===== config.mk =====
export PLATFORM = sky130hd
export DESIGN_NAME = imem_arbiter
export DESIGN_NICKNAME = d
export VERILOG_FILES = /design/src/rtl/imem_arbiter.sv
export SDC_FILE = /design/constraint.sdc
export NUM_CORES = 1
export LEC_CHECK = 0
export BUFFER_PORTS_ARGS = -buffer_cell sky130_fd_sc_hd__buf_2
export CORE_MARGIN = 3
export CORE_UTILIZATION = 30
export CTS_BUF_LIST = sky130_fd_sc_hd__clkbuf_8
export DETAILED_ROUTE_END_ITERATION = 6
export GPL_TIMING_DRIVEN = 0
export PLACE_DENSITY = 0.59
export SYNTH_ARGS = -nofsm -noshare
export SYNTH_HDL_FRONTEND = slang
export SYNTH_SLANG_ARGS = --single-unit

===== constraint.sdc =====
create_clock -name clk -period 4.2 [get_ports clk]
set_clock_uncertainty 0.15 [all_clocks]
set_input_delay 1.26 -clock clk [delete_from_list [all_inputs] [get_ports clk]]
set_output_delay 1.26 -clock clk [all_outputs]
set_load 0.01 [all_outputs]

===== src/rtl/imem_arbiter.sv =====
// -----------------------------------------------------------------------------
// imem_arbiter
//
// Shares the single combinational instruction-memory read port between the
// fetch stage (port F) and a debug/loader read port (port D). At most one
// request is granted per cycle. The granted address is driven to the memory,
// and the word it returns is handed back one cycle later through a registered
// response on the port that was granted.
//
// Arbitration:
//   RR   - a lone request is granted. When both ports request, the port that
//          was not granted last wins.
//   LOCK - entered on a D grant while d_lock is held. D has priority, but after
//          LOCK_MAX D grants a waiting F request is granted once. The lock is
//          left as soon as d_lock drops.
//
// Errors: a misaligned address, or a word index >= DEPTH, returns rdata = 0
// (NOP) with err = 1. rvalid is still asserted.
//
// Build option:
//   IMEM_ARB_FIXED_PRIO_EN - when defined, RR-state ties always go to F and
//                            the last-grant pointer no longer steers them.
//                            LOCK behaviour is unchanged.
//
// Ports:
//   clk, reset        - rising-edge clock, synchronous active-high reset
//   f_req, f_addr     - fetch request and byte address
//   f_gnt             - fetch accepted this cycle (combinational)
//   f_rvalid, f_rdata, f_err - fetch response, one cycle after the grant
//   d_req, d_addr     - debug request and byte address
//   d_lock            - debug asks for a burst lock
//   d_gnt             - debug accepted this cycle (combinational)
//   d_rvalid, d_rdata, d_err - debug response, one cycle after the grant
//   mem_address       - byte address driven to instruction memory
//   mem_instruction   - combinational read data from instruction memory
// -----------------------------------------------------------------------------
module imem_arbiter #(
    parameter int unsigned DEPTH    = 129,
    parameter int unsigned LOCK_MAX = 16
) (
    input  logic        clk,
    input  logic        reset,

    input  logic        f_req,
    input  logic [31:0] f_addr,
    output logic        f_gnt,
    output logic        f_rvalid,
    output logic [31:0] f_rdata,
    output logic        f_err,

    input  logic        d_req,
    input  logic [31:0] d_addr,
    input  logic        d_lock,
    output logic        d_gnt,
    output logic        d_rvalid,
    output logic [31:0] d_rdata,
    output logic        d_err,

    output logic [31:0] mem_address,
    input  logic [31:0] mem_instruction
);

    typedef enum logic {
        ST_RR   = 1'b0,
        ST_LOCK = 1'b1
    } state_t;

    localparam int unsigned     CNT_W       = $clog2(LOCK_MAX + 1);
    localparam logic [CNT_W-1:0] CNT_MAX    = CNT_W'(LOCK_MAX);
    localparam logic [CNT_W-1:0] CNT_ONE    = CNT_W'(1);
    localparam logic [29:0]      DEPTH_WORDS = 30'(DEPTH);

    state_t           state;
    logic [CNT_W-1:0] lock_cnt;
    logic             last_d;      // 1 when the most recent grant went to D
    logic             quota_hit;   // D has used up its locked burst
    logic             sel_err;     // error status of the address being granted

    function automatic logic addr_err(input logic [31:0] a);
        return (a[1:0] != 2'b00) || (a[31:2] >= DEPTH_WORDS);
    endfunction

    assign quota_hit = (lock_cnt == CNT_MAX);

    // -------------------------------------------------------------------------
    // Grant decision. Reset suppresses every grant, so a request presented
    // together with reset is simply not accepted.
    // -------------------------------------------------------------------------
    always_comb begin
        // NOTE: every output of this block gets a default before any branch,
        // so no path leaves a value unassigned and no latch is inferred.
        f_gnt = 1'b0;
        d_gnt = 1'b0;
        if (!reset) begin
            if (state == ST_LOCK) begin
                // D keeps priority until its quota is used; F also gets the
                // port on any cycle D is idle.
                if (f_req && (!d_req || quota_hit)) begin
                    f_gnt = 1'b1;
                end else if (d_req) begin
                    d_gnt = 1'b1;
                end
            end else if (f_req && d_req) begin
`ifdef IMEM_ARB_FIXED_PRIO_EN
                f_gnt = 1'b1;
`else
                f_gnt = last_d;
                d_gnt = !last_d;
`endif
            end else begin
                f_gnt = f_req;
                d_gnt = d_req;
            end
        end
    end

    // With no D grant the fetch address passes straight through, so the
    // fetch path stays transparent even on idle cycles.
    assign mem_address = d_gnt ? d_addr : f_addr;
    assign sel_err     = addr_err(mem_address);

    // -------------------------------------------------------------------------
    // Arbitration state and registered responses.
    // -------------------------------------------------------------------------
    always_ff @(posedge clk) begin
        if (reset) begin
            // NOTE: the response data registers are cleared too, so a read of
            // rdata straight after reset returns the defined NOP encoding.
            state    <= ST_RR;
            lock_cnt <= '0;
            last_d   <= 1'b1;      // F wins the first tie after reset
            f_rvalid <= 1'b0;
            d_rvalid <= 1'b0;
            f_err    <= 1'b0;
            d_err    <= 1'b0;
            f_rdata  <= 32'h0;
            d_rdata  <= 32'h0;
        end else begin
            // NOTE: all state here uses non-blocking assignments so every
            // register samples pre-edge values, independent of statement order.
            f_rvalid <= f_gnt;
            d_rvalid <= d_gnt;
            f_err    <= f_gnt & sel_err;
            d_err    <= d_gnt & sel_err;
            if (f_gnt) begin
                f_rdata <= sel_err ? 32'h0 : mem_instruction;
            end
            if (d_gnt) begin
                d_rdata <= sel_err ? 32'h0 : mem_instruction;
            end

            if (f_gnt) begin
                last_d <= 1'b0;
            end else if (d_gnt) begin
                last_d <= 1'b1;
            end

            unique case (state)
                ST_RR: begin
                    // The D grant that opens the lock is the first of the
                    // burst, so the counter starts at one.
                    if (d_gnt && d_lock) begin
                        state    <= ST_LOCK;
                        lock_cnt <= CNT_ONE;
                    end
                end
                ST_LOCK: begin
                    if (!d_lock) begin
                        state    <= ST_RR;
                        lock_cnt <= '0;
                    end else if (d_gnt) begin
                        // Saturate: with F idle D may keep going past the quota.
                        if (!quota_hit) begin
                            lock_cnt <= lock_cnt + CNT_ONE;
                        end
                    end else if (f_gnt && quota_hit) begin
                        lock_cnt <= '0;
                    end
                end
                default: begin
                    state    <= ST_RR;
                    lock_cnt <= '0;
                end
            endcase
        end
    end

endmodule


Word level (Yosys, flattened, before mapping)
Index checks and enable logic that the tools add are counted. Widths: inputs -> output; s select.

Logic and storage cells: 51. Output and inout bits: 102. Register bits after elaboration: 75.

$lt $le $gt $ge: 1. Bitwise gates (word level): 3. $add $sub $neg: 1. Reductions and logical operators: 11. Equal/unequal tests: 4. Muxes and demuxes: 22.

Operators by type and width (count): $mux 32 (2); $ge 30x8->1 const B (1); $mux 5 (5); $mux 1 (13); $pmux 5 s2 (1); $add 5x1->5 const B (1); $eq 5x5->1 const B (1); $logic_and 1x1->1 (4); $ne 4x3->1 const B (1); $ne 4x4->1 const B (1); $reduce_bool 2->1 (2); $reduce_and 3->1 (1); $and 1x1->1 (2); $logic_not 1->1 (2); $logic_or 1x1->1 (2); $ne 2x2->1 const B (1); $pmux 1 s2 (1); $not 1->1 (1).

Depth between registers and ports, before layout
Depth in word-level cells: 11. Gate-level depth with buffers: 9. Mapped depth without buffers: 7.

Worst setup path before layout
Ideal clock, no wire load.

Kind: in2out. Start point: input f_req. End point: output mem_address[10]. Data arrival time: 2.384 ns. Data required time: 2.790 ns. Stages: 5. Buffers on the path: 1. Slack: 0.406 ns. Cell sequence: nand2_1 > o221ai_2 > nor2_4 > buf_2 > mux2_2.

Word-level cells in the longest chain between the ends: 5. Elaborated cells on any way between the ends: 7. Those cells by class: 5 x mux; 2 x reduce/logical.

RTL lines: start, declared (line 44) `input logic f_req,`; $logic_and 1x1->1, on equally long branches (line 103, 98); $mux 1, on equally long branches (line 103, 98); $mux 1 * (line 95) `if (state == ST_LOCK) begin`; $mux 1 * (line 94) `if (!reset) begin`; net d_gnt (line 54) `output logic d_gnt,`; $mux 32 * (line 119) `assign mem_address = d_gnt ? d_addr : f_addr;`; end, declared (line 59) `output logic [31:0] mem_address,`.

The timed path passes the listed nets; every way through them passes the cells marked *.

Worst setup path after layout
Start point: input f_req. End point: output mem_address[29].

Word-level cells in the longest chain between the ends: 5. Elaborated cells on any way between the ends: 7. Those cells by class: 5 x mux; 2 x reduce/logical.

RTL lines (line): $logic_and 1x1->1, on equally long branches (103, 98); $mux 1, on equally long branches (103, 98); $mux 1 * (95); $mux 1 * (94); $mux 32 * (119).

Mark *: on every way between the ends. The rest lies on a longest branch, timed or not.

==> impl_metrics.tcl <==
set metrics [dict create \
    num_antenna_cells 0 \
    yosys.area.top_type_share_pct 45.71 \
    fin_nets 659 \
    grt_pass1_vias 3442 \
    die_w_um 110.6 \
    crit_slowest_cell "mux2_2" \
    hold_path.class "reg -> reg" \
    post-place-ws_ps -69.30 \
    maxSlewHeadroom_pct 60.18 \
    hp-start "f_rdata[21]" \
    drt-initial-drc-count 120 \
    fin_ws_ps 75.14 \
    postSynthCellCount 340 \
    outcome "complete, no violations" \
    cts_sinks 75 \
    final_core_util_pct 45.22 \
    syn2layout_area_growth_pct 44.04 \
    crit_path_end_kind "output pin" \
    met2_usage_pct 31.43 \
    power.leakage_uw 0.002194 \
    timing.rr.end "f_rdata[0]" \
    finalCritPeriodShare_pct 98.21 \
    p_per_area_nw_per_um2 334.2 \
    crit_arrival_ps 2710 \
    routed_wl_um 11160 \
    yosysWarnings 0 \
    r2r_setup_slack_ps 1590 \
    critPathMostFrequentCell "buf_2" \
    drc 0 \
    vias 3383 \
    gp_congestion 0.8321 \
    cts_made_buffers 9 \
    synth_most_common_cell "dfxtp_1" \
    multiInputGateArea_um2 1640 \
    ff2ff_path_depth 9 \
    crit_type "in -> out" \
    antenna_found_initial 0 \
    dp_hpwl_um 9075 \
    tightest_slew_ps 589.3 \
    io_buffers 202 \
    synth_nets 443 \
    synth_edf_count 0 \
    drv_cap 0 \
    core_region_area_um2 10460 \
    path_clk_slew_ps 80 \
    synth_common_cells "75 x dfxtp_1, 74 x nand2_1, 32 x a22o_1, 32 x mux2_2, 32 x o31ai_1" \
    stdcell_count 697 \
    grt.total_usage_pct 17.52 \
    fmax_mhz 242.4 \
    slew_violations 0 \
    antenna_left 0 \
    critical_path.max_fanout 10 \
    drive_above_1_share_pct 49.73 \
    clock_latency_ps 340 \
    place_inst 678 \
    ys_seq_area_share_pct 45.71 \
    yosysUniqueCellTypes 39 \
    layout_min_cycle_time_ps 4125 \
    pin_count 203 \
    ys.flop_type "dfxtp_1" \
    finalHoldViolCount 0 \
    setup_violations 0 \
    synthesis.area_um2 3284 \
    peakVddDrop_v 0.0002167 \
    cts_tree "done" \
    yosys.area.top_type "dfxtp_1" \
    timing.rr.start "lock_cnt[0]" \
    hold_depth 2 \
    cp.depth 7 \
    grt_max_degree 14 \
    ff_latch_area_um2 1501 \
    max_stage_delay_ps 370 \
    worstPathRequired_ps 2790 \
    dpl-instance-area_um2 4466 \
    cp.buffers_inverters 3 \
    crit_family "buffers and inverters" \
    fill_cells 1068 \
    top_usage_layer "met2" \
    crit_chain "buf_2 -> nand2_1 -> o221ai_2 -> nor2_4 -> buf_4 -> mux2_2 -> buf_2" \
    cts_root_buffer "clkbuf_8" \
    grt_pass1_wl_um 17440 \
    rsz0062_at_grt "true" \
    met3_usage_pct 5.918 \
    cts_buffer_depth 2 \
    die-area_um2 12240 \
    avgRoutedWirePerCell_um 16.01 \
    postLayoutCellArea_um2 4731 \
    avgSynthCellArea_um2 9.660 \
    synthTopCellsByArea "dfxtp_1 46%, mux2_2 11%, a22o_1 8.5%" \
    start_kind "input port" \
    core.rowCount 37 \
    die_h_um 110.6 \
    async_flop_share_pct 0 \
    start_util_pct 31.39 \
    ys_seq_elements 75 \
    h-tree-depth 3 \
    use_met1_pct 20.16 \
    drt-vias-per-instance 4.854 \
    grt_overflow 0 \
    tns_ps 0 \
    drt_first_pass_iters 4 \
    hold_end "f_rdata[21]" \
]
## worst min-delay path, stage by stage, from the launching register on
cell and delay [ps]:
dfxtp_1 330, nand2_1 50, o31ai_1 50
## report_power, final
part	internal, µW	total [µW]	switching [µW]
Sequential	715	717	2.55
Clock	369	640	271
Combinational	100	224	124
Total	1180	1580	397
## registers in the layout, indices dropped and copies added (netlist names)
signal,count
d_rdata,32
f_rdata,32
lock_cnt,5
d_err,1
d_rvalid,1
f_err,1
f_rvalid,1
last_d,1
state,1
## per-stage QoR
stage | hold slack, ps | power [µW]
6_report | 299.9 | 1581
5_1_grt | 326.0 | 1651
2_1_floorplan | 298.2 | 839.4
3_3_place_gp | 281.5 | 954.9
3_5_place_dp | 284.5 | 956.4
4_1_cts | 303.1 | 1600
## cells in the final DEF, fill, tap and decap left out, types with 6 or more instances in the layout
master and count:
dfxtp_1 75, o31ai_1 32, clkbuf_1 7, nand2_1 74, clkbuf_8 11, buf_2 217, buf_4 6, a21oi_1 6
nor2_1 8, nor4_1 12, a22o_1 32, mux2_2 32
## final cells by class
type	count	share of cell area, %
plain buffers	26	2.856
clock buffers	11	3.200
clock inverters	5	1.772
inverters	4	0.3174
multi-input cells	235	34.67
flip-flops and latches	75	31.74
well taps	136	3.597
repair buffers	205	21.85
## layer usage
layer | vias up | wire length, µm
met1 | 1550 | 4729
li1 | 1679 | -
met2 | 150 | 5488
met4 | 0 | 62
met5 | - | 0
met3 | 4 | 877
## logic make-up (layout without fill, tap and decap cells)
family          after synthesis  in the layout  share of synthesized area [%]
compound gates               85             85                          21.07
buf+inv                      30            251                          4.343
xor+xnor                      2              2                         0.5334
fa+ha+maj                     2              2                         0.7618
flops                        75             75                          45.71
simple gates                112            112                          15.77
mux                          34             34                          11.81
## how the worst max path moves through the flow
| stage | end | start |
|---|---|---|
| floorplan | mem_address[10] | f_req |
| global placement | mem_address[19] | f_req |
| detailed placement | mem_address[18] | f_req |
| CTS | mem_address[28] | f_req |
| global route | mem_address[28] | f_req |
| finish | mem_address[29] | f_req |
## repair_timing
| item | 4_1_cts | 5_1_grt |
|---|---|---|
| pin swaps | 0 | 1 |
| hold buffers | 0 | 0 |
| setup endpoints to repair | 28 | 28 |
| resized for setup | 1 | 4 |
| setup buffers | 0 | 3 |
Power figures use the tool's default switching activity.
